===== src/rtl/mdu_pkg.sv =====
// Shared definitions for the iterative multiply/divide unit: op codes, FSM states and result constants.
package mdu_pkg;

  localparam logic [3:0] MDU_NONE  = 4'h0;
  localparam logic [3:0] MDU_MULT  = 4'h1;
  localparam logic [3:0] MDU_MULTU = 4'h2;
  localparam logic [3:0] MDU_DIV   = 4'h3;
  localparam logic [3:0] MDU_DIVU  = 4'h4;
  localparam logic [3:0] MDU_MTHI  = 4'h5;
  localparam logic [3:0] MDU_MTLO  = 4'h6;
  localparam logic [3:0] MDU_MADD  = 4'h7;
  localparam logic [3:0] MDU_MADDU = 4'h8;
  localparam logic [3:0] MDU_MSUB  = 4'h9;
  localparam logic [3:0] MDU_MSUBU = 4'hA;

  typedef enum logic [1:0] {
    S_IDLE = 2'd0,
    S_CALC = 2'd1,
    S_FIX  = 2'd2
  } state_t;

  // What the FIX edge does with the iterated magnitudes.
  typedef enum logic [1:0] {
    K_MUL  = 2'd0,
    K_DIV  = 2'd1,
    K_MADD = 2'd2,
    K_MSUB = 2'd3
  } kind_t;

  localparam int MAX_W = 64;

  // Quotient reported on a zero divisor; sliced down to the operand width.
  localparam logic [MAX_W-1:0] DIV0_QUOT = '1;

  function automatic logic op_signed(input logic [3:0] op);
    return (op == MDU_MULT) || (op == MDU_DIV) ||
           (op == MDU_MADD) || (op == MDU_MSUB);
  endfunction

endpackage


===== src/rtl/mdu_iter_if.sv =====
// E-stage to MDU connection: start/busy handshake, abort request, operands and the HI/LO view.
interface mdu_iter_if #(
  parameter int WIDTH = 32
);
  logic             start;
  logic             req;
  logic [3:0]       op;
  logic [WIDTH-1:0] op_a;
  logic [WIDTH-1:0] op_b;
  logic             busy;
  logic             done;
  logic [WIDTH-1:0] hi;
  logic [WIDTH-1:0] lo;

  modport master (
    output start, req, op, op_a, op_b,
    input  busy, done, hi, lo
  );

  modport slave (
    input  start, req, op, op_a, op_b,
    output busy, done, hi, lo
  );
endinterface


===== src/rtl/mdu_iter_step.sv =====
// One combinational iteration: shift-add multiply step or restoring divide step on unsigned magnitudes.
module mdu_iter_step #(
  parameter int WIDTH = 32
) (
  input  logic             mul_sel,
  input  logic [WIDTH-1:0] acc_hi,
  input  logic [WIDTH-1:0] acc_lo,
  input  logic [WIDTH-1:0] opnd,
  output logic [WIDTH-1:0] acc_hi_nxt,
  output logic [WIDTH-1:0] acc_lo_nxt
);

  logic [WIDTH:0]   add_sum;
  logic [WIDTH:0]   shifted;
  logic [WIDTH-1:0] diff_lo;
  logic             fits;

  // Multiply: acc_hi is the partial product, acc_lo the multiplier being consumed LSB first.
  // Divide:   acc_hi is the running remainder, acc_lo the dividend turning into the quotient.
  always_comb begin
    add_sum = {1'b0, acc_hi} + (acc_lo[0] ? {1'b0, opnd} : {(WIDTH+1){1'b0}});
    shifted = {acc_hi, acc_lo[WIDTH-1]};
    fits    = (shifted >= {1'b0, opnd});
    // When it fits the true difference is below opnd, so the low WIDTH bits are exact.
    diff_lo = shifted[WIDTH-1:0] - opnd;

    if (mul_sel) begin
      acc_hi_nxt = add_sum[WIDTH:1];
      acc_lo_nxt = {add_sum[0], acc_lo[WIDTH-1:1]};
    end else begin
      acc_hi_nxt = fits ? diff_lo : shifted[WIDTH-1:0];
      acc_lo_nxt = {acc_lo[WIDTH-2:0], fits};
    end
  end

endmodule


===== src/rtl/mdu_iter.sv =====
// Iterative HI/LO multiply/divide unit, one bit per cycle; results commit only on completion.
// Optional MDU_MADD_EN adds madd/maddu/msub/msubu accumulating into HI/LO.
module mdu_iter
  import mdu_pkg::*;
#(
  parameter int WIDTH = 32
) (
  input  logic     clk,
  input  logic     reset,
  mdu_iter_if.slave bus
);

  localparam int CNT_W = $clog2(WIDTH + 1);

  state_t           state_q, state_d;
  kind_t            kind_q;
  logic [CNT_W-1:0] cnt_q;
  logic [WIDTH-1:0] acc_hi_q, acc_lo_q, opnd_q, a_raw_q;
  logic [WIDTH-1:0] hi_q, lo_q;
  logic             neg_res_q, neg_rem_q, div0_q, done_q;

  logic             dec_calc;
  kind_t            dec_kind;
  logic             dec_signed;
  logic             a_neg, b_neg;
  logic [WIDTH-1:0] a_mag, b_mag;

  logic             accept, iterate, commit, wr_hi, wr_lo;
  logic [WIDTH-1:0] step_hi, step_lo;

  logic [2*WIDTH-1:0] prod_mag, prod, res;
  logic [WIDTH-1:0]   quo, rem;

  always_comb begin
    dec_calc   = 1'b0;
    dec_kind   = K_MUL;
    dec_signed = op_signed(bus.op);
    case (bus.op)
      MDU_MULT, MDU_MULTU: begin
        dec_calc = 1'b1;
        dec_kind = K_MUL;
      end
      MDU_DIV, MDU_DIVU: begin
        dec_calc = 1'b1;
        dec_kind = K_DIV;
      end
`ifdef MDU_MADD_EN
      MDU_MADD, MDU_MADDU: begin
        dec_calc = 1'b1;
        dec_kind = K_MADD;
      end
      MDU_MSUB, MDU_MSUBU: begin
        dec_calc = 1'b1;
        dec_kind = K_MSUB;
      end
`endif
      default: ;
    endcase

    a_neg = dec_signed & bus.op_a[WIDTH-1];
    b_neg = dec_signed & bus.op_b[WIDTH-1];
    a_mag = a_neg ? -bus.op_a : bus.op_a;
    b_mag = b_neg ? -bus.op_b : bus.op_b;
  end

  always_comb begin
    state_d = state_q;
    accept  = 1'b0;
    iterate = 1'b0;
    commit  = 1'b0;
    wr_hi   = 1'b0;
    wr_lo   = 1'b0;
    case (state_q)
      S_IDLE: begin
        if (bus.start && !bus.req) begin
          accept = dec_calc;
          wr_hi  = (bus.op == MDU_MTHI);
          wr_lo  = (bus.op == MDU_MTLO);
          if (dec_calc) state_d = S_CALC;
        end
      end
      S_CALC: begin
        if (bus.req) begin
          state_d = S_IDLE;
        end else begin
          iterate = 1'b1;
          if (cnt_q == CNT_W'(1)) state_d = S_FIX;
        end
      end
      S_FIX: begin
        state_d = S_IDLE;
        commit  = !bus.req;
      end
      default: state_d = S_IDLE;
    endcase
  end

  always_ff @(posedge clk or negedge reset) begin
    if (!reset) state_q <= S_IDLE;
    else        state_q <= state_d;
  end

  mdu_iter_step #(.WIDTH(WIDTH)) u_step (
    .mul_sel    (kind_q != K_DIV),
    .acc_hi     (acc_hi_q),
    .acc_lo     (acc_lo_q),
    .opnd       (opnd_q),
    .acc_hi_nxt (step_hi),
    .acc_lo_nxt (step_lo)
  );

  // Working registers: loaded at accept, advanced once per CALC edge, never touch HI/LO.
  always_ff @(posedge clk or negedge reset) begin
    if (!reset) begin
      kind_q    <= K_MUL;
      cnt_q     <= '0;
      acc_hi_q  <= '0;
      acc_lo_q  <= '0;
      opnd_q    <= '0;
      a_raw_q   <= '0;
      neg_res_q <= 1'b0;
      neg_rem_q <= 1'b0;
      div0_q    <= 1'b0;
    end else if (accept) begin
      kind_q    <= dec_kind;
      cnt_q     <= CNT_W'(WIDTH);
      acc_hi_q  <= '0;
      acc_lo_q  <= (dec_kind == K_DIV) ? a_mag : b_mag;
      opnd_q    <= (dec_kind == K_DIV) ? b_mag : a_mag;
      a_raw_q   <= bus.op_a;
      neg_res_q <= a_neg ^ b_neg;
      neg_rem_q <= a_neg;
      div0_q    <= (bus.op_b == '0);
    end else if (iterate) begin
      acc_hi_q  <= step_hi;
      acc_lo_q  <= step_lo;
      cnt_q     <= cnt_q - CNT_W'(1);
    end
  end

  always_comb begin
    prod_mag = {acc_hi_q, acc_lo_q};
    prod     = neg_res_q ? -prod_mag : prod_mag;
    quo      = neg_res_q ? -acc_lo_q : acc_lo_q;
    rem      = neg_rem_q ? -acc_hi_q : acc_hi_q;
    res      = prod;
    case (kind_q)
      K_DIV:   res = div0_q ? {a_raw_q, DIV0_QUOT[WIDTH-1:0]} : {rem, quo};
`ifdef MDU_MADD_EN
      // Accumulator is sampled here, at commit, so mthi/mtlo issued earlier are honoured.
      K_MADD:  res = {hi_q, lo_q} + prod;
      K_MSUB:  res = {hi_q, lo_q} - prod;
`endif
      default: res = prod;
    endcase
  end

  always_ff @(posedge clk or negedge reset) begin
    if (!reset) begin
      hi_q   <= '0;
      lo_q   <= '0;
      done_q <= 1'b0;
    end else begin
      done_q <= commit;
      if (commit) begin
        hi_q <= res[2*WIDTH-1:WIDTH];
        lo_q <= res[WIDTH-1:0];
      end else begin
        if (wr_hi) hi_q <= bus.op_a;
        if (wr_lo) lo_q <= bus.op_a;
      end
    end
  end

  assign bus.busy = (state_q != S_IDLE);
  assign bus.done = done_q;
  assign bus.hi   = hi_q;
  assign bus.lo   = lo_q;

endmodule


===== src/flat_wrapper.sv =====
// flat-port wrapper written by rule: the top's interface ports become plain ports
module mdu_iter_flat import mdu_pkg::*;
#(
  parameter int WIDTH = 32
)
  (clk, reset, bus_start, bus_req, bus_op, bus_op_a, bus_op_b, bus_busy, bus_done, bus_hi, bus_lo);
  mdu_iter_if #(.WIDTH(WIDTH)) bus_i ();
  input  logic clk;
  input  logic reset;
  input wire logic [$bits(bus_i.start)-1:0] bus_start;
  input wire logic [$bits(bus_i.req)-1:0] bus_req;
  input wire logic [$bits(bus_i.op)-1:0] bus_op;
  input wire logic [$bits(bus_i.op_a)-1:0] bus_op_a;
  input wire logic [$bits(bus_i.op_b)-1:0] bus_op_b;
  output wire logic [$bits(bus_i.busy)-1:0] bus_busy;
  output wire logic [$bits(bus_i.done)-1:0] bus_done;
  output wire logic [$bits(bus_i.hi)-1:0] bus_hi;
  output wire logic [$bits(bus_i.lo)-1:0] bus_lo;
  assign bus_i.start = bus_start;
  assign bus_i.req = bus_req;
  assign bus_i.op = bus_op;
  assign bus_i.op_a = bus_op_a;
  assign bus_i.op_b = bus_op_b;
  assign bus_busy = bus_i.busy;
  assign bus_done = bus_i.done;
  assign bus_hi = bus_i.hi;
  assign bus_lo = bus_i.lo;
  mdu_iter #(.WIDTH(WIDTH)) u_core (.clk(clk), .reset(reset), .bus(bus_i));
endmodule

===== config.mk =====
export PLATFORM = sky130hd
export DESIGN_NAME = mdu_iter_flat
export DESIGN_NICKNAME = d
export VERILOG_FILES = /design/src/rtl/mdu_pkg.sv /design/src/rtl/mdu_iter_if.sv /design/src/rtl/mdu_iter_step.sv /design/src/rtl/mdu_iter.sv /design/src/flat_wrapper.sv
export SDC_FILE = /design/constraint.sdc
export NUM_CORES = 1
export LEC_CHECK = 0
export CORE_MARGIN = 10
export CORE_UTILIZATION = 48
export DETAILED_ROUTE_END_ITERATION = 10
export GPL_TIMING_DRIVEN = 0
export PLACE_DENSITY = 0.73
export SLEW_MARGIN = 20
export SYNTH_ARGS = -nofsm -noshare
export SYNTH_HDL_FRONTEND = slang
export SYNTH_HIERARCHICAL = 1
export SYNTH_SLANG_ARGS = --single-unit

===== constraint.sdc =====
create_clock -name clk -period 3.7 [get_ports clk]
set_input_delay 0.925 -clock clk [delete_from_list [all_inputs] [get_ports clk]]
set_output_delay 0.925 -clock clk [all_outputs]
set_load 0.02 [all_outputs]

==> summary.md <==
The flow ran to the end, and the final reports show no timing, DRC or antenna violations. The tree built by TritonCTS fans out to 205 sinks. Cell type with the largest total area after synthesis: dfrtp_1. The slew at the pin closest to its max-slew limit was 1.04 ns. The reported leakage power was 8.56 nW; the signal arrival time at the worst endpoint was 4.02 ns. After layout, the minimum clock period comes to 3.65 ns. The run gives 89 as the unique cell type count in the Yosys netlist. Number of hold-slack violations in the final timing report: 0. The final critical path takes up 98.6% of the cycle. Once the floorplan was initialized, standard cells occupied 48.7% of the core.

Initial antenna violation count: 1. The number of antenna-violating nets in the routed design is 0, and the final setup TNS is 0 ns. Setup repair after global routing could not meet its margin everywhere.

The count of input and output buffers is 125. The wire-length estimate of the detail-placed layout is 60.9 mm. The tools report the number of rows in the core area as 70. Per report_power, the combinational group accounts for 60.5% of the total.

Post-place instance area: 19,800 µm². After synthesis, the cell types taking the most area are dfrtp_1, nand2_1, xor2_1. The worst slew margin relative to its limit is 30.5%, and the overflow left after global routing is 0. For this run, the total global-route usage over all layers was measured as 33.3%. The number of global-route vias before repair was 18.3k. The share of synthesized area occupied by flip-flops and latches was 28.7%.

The first routing iteration left 2,454 violations. For the area of the multi-input gates, the log shows 11,900 µm². STA classifies the critical path startpoint as an input port.

After synthesis, the share of flip-flops with an asynchronous set or reset is 100%. A synthesized cell averages 7.92 µm². The largest vdd supply drop is 0.404 mV.

The clock network fraction of design power was 15.7%; the area of the die was 45,300 µm². The logs give 23.8% for the register share of total power and 83 for the maximum number of pins on one net before global-route repair. For this run, the post-layout net count is 2,563.

For the number of slew-limit violations in the final report, the log shows 0. In this run the power density over the cells is 800 nW/µm². In the routed layout, each cell is associated on average with a via count of 6.63. The area overhead of the layout relative to synthesis was 16.6%; the post-synthesis sequential element count was 205. The logs give 3 for the largest buffer count on any clock path and 6 for the synthesis warning total. Number of maximum-capacitance violations: 0. For this design the total switching power over the nets is 0.00817 W.

The run gives 5130 µm² as the area taken by flip-flops and latches. The cell count after placement was 2,852; the final cell count without fillers was 2,906. In the final routed layout, each cell accounts on average for 26.9 µm. The run gives 1 as the H-tree depth reported by CTS. Of the cells placed in the final design, the portion with a size suffix greater than 1 is 6.85%. The logs give 17,900 µm² for the post-synthesis cell area and 0.0167 W for the sum of internal, switching and leakage power. CTS placed an instance of clkbuf_16 at the clock tree root. Clock latency on the worst-skew pair, taken at its later pin, is 0.57 ns. The final core area utilization is 56.8%.

The total DRC errors in the routed layout is 0. The first TritonRoute pass finished after 6 iterations. The worst setup path is captured at a register.

Based on the critical path, the design can be clocked at up to 274 MHz. The die outline height is 213 µm. The quantity of hold-fixing buffers added after cts came out at 0. The die is 213 µm wide. Counting every instance in the synthesized netlist gives 2,257. For this run, the leading register cell type out of synthesis is dfrtp_1. Data on the critical path is required at its endpoint by 4.08 ns. The worst hold path belongs to the class input port to asynchronous set/reset pin.

138 I/O pins were placed. For the final setup violation count, the log shows 0. TritonCTS created 26 clock buffers.

Internal power comes to 0.00849 W. TritonCTS built the clock tree. The total core area is 36,700 µm², and the worst-path maximum fanout is 10.

In this run, synthesis inferred 0 flip-flops with an integrated enable. The first global-routing pass estimated 114 mm of wire. Of the post-synthesis cell area, the dominant cell type holds 28.7%.

Startpoint-to-endpoint class of the critical path: input port to register. After clock tree synthesis, the clock-pin slew on the worst setup and hold paths is 0.05 ns. Wires add up to 78.1 mm. The area of all placed cells without fillers was 20,800 µm². The number of fillers in the final layout is 3,473, and the clock skew after layout is 0.0194 ns.

The synthesized net count was 2,401; the placer congestion estimate was 0.997. Of the total power, the share spent switching nets is 49.0%. The routed layout has 19.3k vias.
-- through the flow --
stage               hold WS (ns)  setup WS, ns
finish                     0.290        0.0534
global route               0.322      -0.00705
CTS                        0.309      -0.00425
detailed placement         0.465        -0.639
global placement           0.461         -7.25
floorplan                  0.445         0.441
-- sequential cells by signal, indices dropped and copies added (netlist names), 2 cells and up --
signal / cells
u_core/acc_lo_q: 32
u_core/cnt_q: 6
u_core/opnd_q: 32
u_core/bus.lo: 32
u_core/a_raw_q: 32
u_core/acc_hi_q: 32
u_core/bus.hi: 32
u_core/state_q: 2
-- layer usage --
| layer | vias to the layer above | routed length (µm) | track usage, % |
|---|---|---|---|
| met5 | - | 0 | 0 |
| met4 | 0 | 4340 | 16.8 |
| met3 | 224 | 7620 | 5.81 |
| met2 | 1085 | 34500 | 51.3 |
| met1 | 9411 | 31600 | 44.1 |
| li1 | 8540 | - | - |
-- critical path, stage by stage --
cell,delay (ns)
clkdlybuf4s50_1,0.74
nand3b_1,0.30
nor4_4,0.71
nor2_1,0.34
clkbuf_1,0.46
a221oi_1,0.34
o21ai_0,0.19
-- area by class of cell --
cell class	instances	area share, %
clock inverter	12	0.595
multi-input combinational	1808	57.2
buffer	164	3.21
clock buffer	34	3.51
inverter	80	1.44
timing repair buffer	134	6.61
antenna	1	0.0120
sequential	205	24.6
tap	468	2.81
-- power by group through the flow --
| stage | clock, W | sequential (W) | combinational (W) |
|---|---|---|---|
| CTS | 0.00262 | 0.00392 | 0.00975 |
| finish | 0.00261 | 0.00396 | 0.0101 |
| floorplan | 0 | 0.00372 | 0.00680 |
| detailed placement | 0 | 0.00396 | 0.00965 |
| global route | 0.00271 | 0.00403 | 0.0109 |
| global placement | 0 | 0.00395 | 0.00957 |
-- cell families after synthesis --
group / after synthesis / synth area share [%]
AO/OA/AOI/OAI: 679 / 25.6
XOR/XNOR: 184 / 9.02
adder cells (fa/ha/maj): 72 / 5.13
buffers and inverters: 244 / 5.35
flip-flops: 205 / 28.7
multiplexers: 80 / 4.73
AND/OR/NAND/NOR: 793 / 21.5
-- final timing paths --
check | start | endpoint | slack (ns) | depth (start not counted)
max in group asynchronous | reset | u_core/bus.lo[9] | 2.58 | 2
min | reset | u_core/cnt_q[4] | 0.29 | 1
max reg2reg | u_core/acc_lo_q[0] | u_core/acc_hi_q[31] | 0.09 | 16
min in group clk | u_core/a_raw_q[4] | u_core/a_raw_q[4] | 0.48 | 2
min reg2reg | u_core/a_raw_q[4] | u_core/a_raw_q[4] | 0.48 | 2
max | bus_op[2] | u_core/bus.hi[29] | 0.05 | 7
-- synthesized netlist by cell type (5+ instances only) --
cell	count
nand2b_1	13
xnor2_1	75
clkbuf_1	150
buf_2	5
and3_1	25
nor3_1	42
or3_1	27
a21o_1	27
o31ai_1	44
o21ai_1	20
o41ai_1	14
a221o_1	32
o21a_1	34
nor2b_1	14
nor3b_1	9
a31oi_1	25
nand2_1	355
a221oi_1	18
o21ai_0	140
inv_1	80
and2_1	45
nand3_1	34
mux2_2	35
a22oi_1	16
nand4_1	19
or2_2	7
nor4_1	19
nor2_1	123
a222oi_1	6
xor2_1	109
or4_1	26
mux2i_1	45
a22o_1	6
o221ai_1	51
a211oi_1	8
dfrtp_1	205
a21oi_1	176
o211ai_1	12
nand3b_1	5
ha_1	70
-- what timing repair did --
item,4_1_cts,5_1_grt
resized for setup,8,31
hold endpoints to repair,0,0
buffers inserted,4,3
pin swaps,4,10
endpoints found under the setup margin,15,43
-- cell usage in the layout (no fill, tap or decap), drive strengths merged, types with 32 or more instances in the layout --
master	Yosys	layout
nor3	45	45
nand2	355	355
xnor2	75	75
xor2	109	109
ha	70	70
o21a	35	35
mux2i	45	45
a221o	32	32
o31ai	46	46
clkbuf	153	186
clkdlybuf4s50	0	124
dfrtp	205	205
o221ai	51	51
and2	45	45
inv	80	81
nand3	34	34
o21ai	161	161
a21oi	176	176
mux2	35	35
nor2	123	123
(Power assumes the default switching activity.)
